--- src/rtl/sim_run_ctrl.sv ---
// Cycle-counted run controller: sequences SOC reset, counts cycles/instructions,
// ends the run on a tohost store, a PC self-loop or a watchdog timeout.
module sim_run_ctrl #(
  parameter int                ADDR_W      = 32,
  parameter int                DATA_W      = 32,
  parameter int                CNT_W       = 32,
  parameter int                RST_CYCLES  = 3,
  parameter int                TIMEOUT     = 200,
  parameter logic [ADDR_W-1:0] TOHOST_ADDR = 32'h0000_0100,
  parameter logic [DATA_W-1:0] PASS_VALUE  = 32'h0000_0001,
  parameter int                LOOP_CYCLES = 8,
  parameter int                AUTO_START  = 1
) (
  input  logic              clk,
  input  logic              rst,
  input  logic              start,
  input  logic [ADDR_W-1:0] pc,
  input  logic              pc_valid,
  input  logic              mem_we,
  input  logic [ADDR_W-1:0] mem_addr,
  input  logic [DATA_W-1:0] mem_wdata,
  output logic              soc_rst,
  output logic              soc_hold,
  output logic              running,
  output logic              done,
  output logic [2:0]        result,
  output logic [CNT_W-1:0]  cycle_cnt,
  output logic [CNT_W-1:0]  instr_cnt,
  output logic [DATA_W-1:0] tohost_data
);

  typedef enum logic [1:0] {S_IDLE, S_RESET, S_RUN, S_DONE} state_t;

  localparam logic [31:0]      RST_M1  = 32'(RST_CYCLES - 1);
  localparam logic [31:0]      LOOP_M2 = 32'((LOOP_CYCLES > 1) ? LOOP_CYCLES - 2 : 0);
  localparam logic [CNT_W-1:0] TO_M1   = CNT_W'((TIMEOUT > 0) ? TIMEOUT - 1 : 0);
  localparam logic [CNT_W-1:0] ONE     = CNT_W'(1);

  state_t            state;
  logic [31:0]       rst_cnt;
  logic [ADDR_W-1:0] last_pc;
  logic [31:0]       loop_cnt;
  logic              have_pc;

  logic go_reset, pc_match, e_tohost, e_loop, e_timeout;

  assign go_reset  = ((state == S_IDLE) && ((AUTO_START != 0) || start)) ||
                     ((state == S_DONE) && start);
  // The first valid PC after RESET only seeds last_pc, it never counts as a repeat
  assign pc_match  = pc_valid && have_pc && (pc == last_pc);
  assign e_tohost  = mem_we && (mem_addr == TOHOST_ADDR);
  assign e_loop    = (LOOP_CYCLES == 1) ? pc_valid
                   : ((LOOP_CYCLES > 1) && pc_match && (loop_cnt == LOOP_M2));
  assign e_timeout = (TIMEOUT > 0) && (cycle_cnt == TO_M1);

  always_ff @(posedge clk or negedge rst) begin
    if (!rst) begin
      state       <= S_IDLE;
      soc_rst     <= 1'b1;
      soc_hold    <= 1'b0;
      running     <= 1'b0;
      done        <= 1'b0;
      result      <= 3'd0;
      cycle_cnt   <= '0;
      instr_cnt   <= '0;
      tohost_data <= '0;
      rst_cnt     <= '0;
      last_pc     <= '0;
      loop_cnt    <= '0;
      have_pc     <= 1'b0;
    end else if (go_reset) begin
      state       <= S_RESET;
      soc_rst     <= 1'b1;
      soc_hold    <= 1'b0;
      running     <= 1'b0;
      done        <= 1'b0;
      result      <= 3'd0;
      cycle_cnt   <= '0;
      instr_cnt   <= '0;
      tohost_data <= '0;
      rst_cnt     <= '0;
      last_pc     <= '0;
      loop_cnt    <= '0;
      have_pc     <= 1'b0;
    end else begin
      case (state)
        S_RESET: begin
          if (rst_cnt == RST_M1) begin
            state   <= S_RUN;
            soc_rst <= 1'b0;
            running <= 1'b1;
          end else begin
            rst_cnt <= rst_cnt + 32'd1;
          end
        end
        S_RUN: begin
          if (!(&cycle_cnt)) cycle_cnt <= cycle_cnt + ONE;
          if (pc_valid && !(&instr_cnt)) instr_cnt <= instr_cnt + ONE;
          if (pc_valid) begin
            if (pc_match) begin
              loop_cnt <= loop_cnt + 32'd1;
            end else begin
              last_pc  <= pc;
              loop_cnt <= '0;
              have_pc  <= 1'b1;
            end
          end
          if (e_tohost || e_loop || e_timeout) begin
            state    <= S_DONE;
            running  <= 1'b0;
            done     <= 1'b1;
            soc_hold <= 1'b1;
            if (e_tohost) begin
              result      <= (mem_wdata == PASS_VALUE) ? 3'd1 : 3'd2;
              tohost_data <= mem_wdata;
            end else if (e_loop) begin
              result <= 3'd4;
            end else begin
              result <= 3'd3;
            end
          end
        end
        default: ;
      endcase
    end
  end

endmodule

--- config.mk ---
export PLATFORM = sky130hd
export DESIGN_NAME = sim_run_ctrl
export DESIGN_NICKNAME = d
export VERILOG_FILES = /design/src/rtl/sim_run_ctrl.sv
export SDC_FILE = /design/constraint.sdc
export NUM_CORES = 1
export LEC_CHECK = 0
export CAP_MARGIN = 0
export CORE_MARGIN = 4
export CORE_UTILIZATION = 55
export CTS_CLUSTER_SIZE = 28
export DETAILED_ROUTE_END_ITERATION = 7
export PLACE_DENSITY_LB_ADDON = 0.2
export RECOVER_POWER = 25
export SYNTH_ARGS = -nofsm -noshare
export SYNTH_HDL_FRONTEND = slang
export SYNTH_SLANG_ARGS = --single-unit
export TNS_END_PERCENT = 20
--- constraint.sdc ---
create_clock -name clk -period 3.4 [get_ports clk]
set_input_delay 0.68 -clock clk [delete_from_list [all_inputs] [get_ports clk]]
set_output_delay 0.68 -clock clk [all_outputs]
set_load 0.05 [all_outputs]
==> metrics <==
drt wl/cell 17.8 µm; post-cts resize count 0; Synth Flop Type dfrtp_1; failing checks capacitance limit, slew limit; total nets after synthesis 1,312; fillers about 1,400; worst vdd ir 362 µV; Pleak just under 6 nW; # port buffers around 200; DIE AREA 21,700 µm²; Setup Skew about 0.0098 ns; H-tree levels 1; Mean Syn Cell Area approximately 9 µm²; CP Capture Type flop; yosys warns 0; hold_sp tohost_data[0]$_DFFE_PN0P_; final WL 29.6 mm; number of synthesized flops with an enable pin 0; Synth top area share 0.469; Final Instance Area between 10,000 and 15,000 µm²; status finished, violations left; ys async rst share 1.00; CTS tree yes; Max-Cap Viols 1; Core Box Area about 19,000 µm²; vias in the first global route between 9,000 and 10,000; placed insts 1,623; fin nets between 1,000 and 1,500; Data required, critical path between 3 and 4 ns; Starting Density 0.565; GRT Total Usage 0.270; Synth cell types 60; vias per inst 5.96; Mapped Cells around 1,200; Hold Buf Count CTS 0; GRT overflow 0; largest cells by area after synthesis dfrtp_1 47%, o21ai_0 6.0%, nand2_1 5.7%, xor2_1 4.8%, nor2_1 3.5%; Crit Path Max Fanout 8; placed cell area 13,100 µm²; Final ANT Viol Nets 0; Setup Fix Bufs, Post-CTS 0; Hold Path Class flop to flop; largest net degree at the start of global routing 75; Tmin final about 2.9 ns; Worst R2R Setup Slack between 0.5 and 0.6 ns; antenna violations before repair 1; final setup vio count 0; Synth area leader dfrtp_1; synthesized flop and latch total roughly 200; PwrDens 369 nW/µm²; cell area after synthesis 10,700 µm²; reg-to-reg critical path startpoint state[0]$_DFFE_PN0P_; Num Clock Sinks around 200; FF-to-FF End cycle_cnt[17]$_DFFE_PN0P_; GP Congestion 0.881; first-pass GRT wire length between 40 and 50 mm; RSZ-0062 raised after global routing no; Num CTS Buffers 23; total iterations of the first detailed-routing run 5; initial DRC count roughly 760; Seq/Total Area, Yosys 0.471; non-filler instance count after layout approximately 1,700; n_diodes 0; Worst setup SP type input port; DR vias around 10,000; area grow syn2layout 29.4%; Site Rows 50; Util after Layout 0.731; Worst Hold Depth 2; IO Count 204; Clock Tree Buf Depth 3; clk slew on worst S/H paths 0.06 ns; critical path class input port to flop; Chip Width approximately 150 µm; Fmax achieved 346 MHz; Final Hold Fails 0; relative slew slack -0.187; clock latency on the worst-skew pair 0.50 ns; die span in y between 100 and 150 µm; setup TNS 0 ns; Slew @ Worst Pin 1.78 ns; share of cells above drive strength 1 0.0605; top cells by count, synth 200 x dfrtp_1, 163 x nand2_1, 127 x o21ai_0; CP arrival roughly 3.3 ns; Tcrit/Tclk final 0.851; FF-to-FF path depth 6; root buffer cell clkbuf_16; drc violations 0; Hold Path End tohost_data[0]$_DFFE_PN0P_; placed wire-length estimate approximately 21 mm; cell with the most instances after synthesis dfrtp_1; total power between 5 and 6 mW; Slew Viols, Final 66
==> stage by stage <==
| step | hold WS [ns] | setup slack [ns] |
|---|---|---|
| 3_5_place_dp | 0.470 | 0.0344 |
| 5_1_grt | 0.515 | 0.271 |
| 6_report | 0.479 | 0.507 |
| 3_3_place_gp | 0.461 | 0.0695 |
| 4_1_cts | 0.188 | 0.518 |
| 2_1_floorplan | 0.384 | 0.819 |
==> per-layer routing <==
| layer | track usage | part of all wire | up-vias |
|---|---|---|---|
| met5 | 0 | 0.00044 | - |
| met4 | 0.0778 | 0.029 | 2 |
| met3 | 0.0478 | 0.076 | 67 |
| met2 | 0.430 | 0.47 | 381 |
| met1 | 0.382 | 0.43 | 4751 |
| li1 | - | - | 4721 |
==> critical path, cell delays in order <==
cell and delay [ns]:
clkdlybuf4s50_1 0.53, xnor2_1 0.14, o2111ai_1 0.17, or4_4 0.61, or4_1 0.73, a21oi_4 0.27
o221ai_2 0.11
==> how the worst max path moves through the flow <==
| stage | startpoint | to | slack, ns | cells after the start |
|---|---|---|---|---|
| after floorplan | pc[29] | result[0]$_DFFE_PN0P_ | 0.82 | 7 |
| final | pc[29] | result[0]$_DFFE_PN0P_ | 0.51 | 7 |
| after global routing | state[1]$_DFFE_PN0P_ | cycle_cnt[20]$_DFFE_PN0P_ | 0.27 | 6 |
| after global placement | pc[29] | result[0]$_DFFE_PN0P_ | 0.07 | 7 |
| after detailed placement | pc[29] | result[0]$_DFFE_PN0P_ | 0.03 | 7 |
| after CTS | pc[29] | result[0]$_DFFE_PN0P_ | 0.52 | 7 |
==> cells by family after synthesis <==
logic type                 after synthesis  share of synthesized area
DFF                                    201                      0.471
AOI/OAI and AO/OA                      251                      0.141
muxes                                    7                    0.00668
and+or+nand+nor                        554                      0.261
buffers and inverters                   88                     0.0320
adders and majority gates                6                    0.00703
xor gates and xnor gates                98                     0.0804
==> final cells by class <==
class,count,area [µm²],share of cell area
flip-flops and latches,201,5030,0.364
well taps,260,325,0.0235
inverters,15,56.3,0.00408
repair buffers,231,2290,0.166
multi-input cells,916,5350,0.387
clock inverters,5,53.8,0.00389
clock buffers,36,714,0.0517
==> cells in the final DEF, fill, tap and decap left out, types with 7 or more instances in the layout <==
master / synthesis / layout
inv_1: 15 / 15
nor4b_1: 8 / 8
clkbuf_16: 0 / 23
o21ai_0: 127 / 126
nand2b_1: 7 / 7
dfrtp_1: 200 / 200
nor3_1: 23 / 23
a31oi_1: 19 / 19
o31ai_1: 40 / 40
and4_1: 9 / 9
xnor2_1: 40 / 40
clkbuf_8: 0 / 9
nand3_1: 58 / 58
nand4_1: 44 / 44
nor2_1: 100 / 100
and3_1: 35 / 35
nand2_1: 163 / 163
or3_1: 18 / 18
clkdlybuf4s50_1: 0 / 202
buf_4: 1 / 24
xor2_1: 58 / 58
and2_1: 10 / 10
a21oi_1: 28 / 28
nor4_1: 52 / 52
==> power breakdown <==
group	total [mW]	leakage (nW)	switching, mW	internal, mW
logic	0.232	2.79	0.104	0.128
clock network	2.47	0.383	0.957	1.51
registers	2.40	2.74	0.00303	2.39
total	5.10	5.91	1.06	4.03
==> registers in the layout, summed over array words and instances (netlist names) <==
register	count
rst_cnt	32
soc_rst	1
tohost_data	32
running	1
have_pc	1
state	2
last_pc	32
instr_cnt	32
loop_cnt	32
cycle_cnt	32
result	3
done	1
No activity file was read; power rests on OpenSTA's default activity.
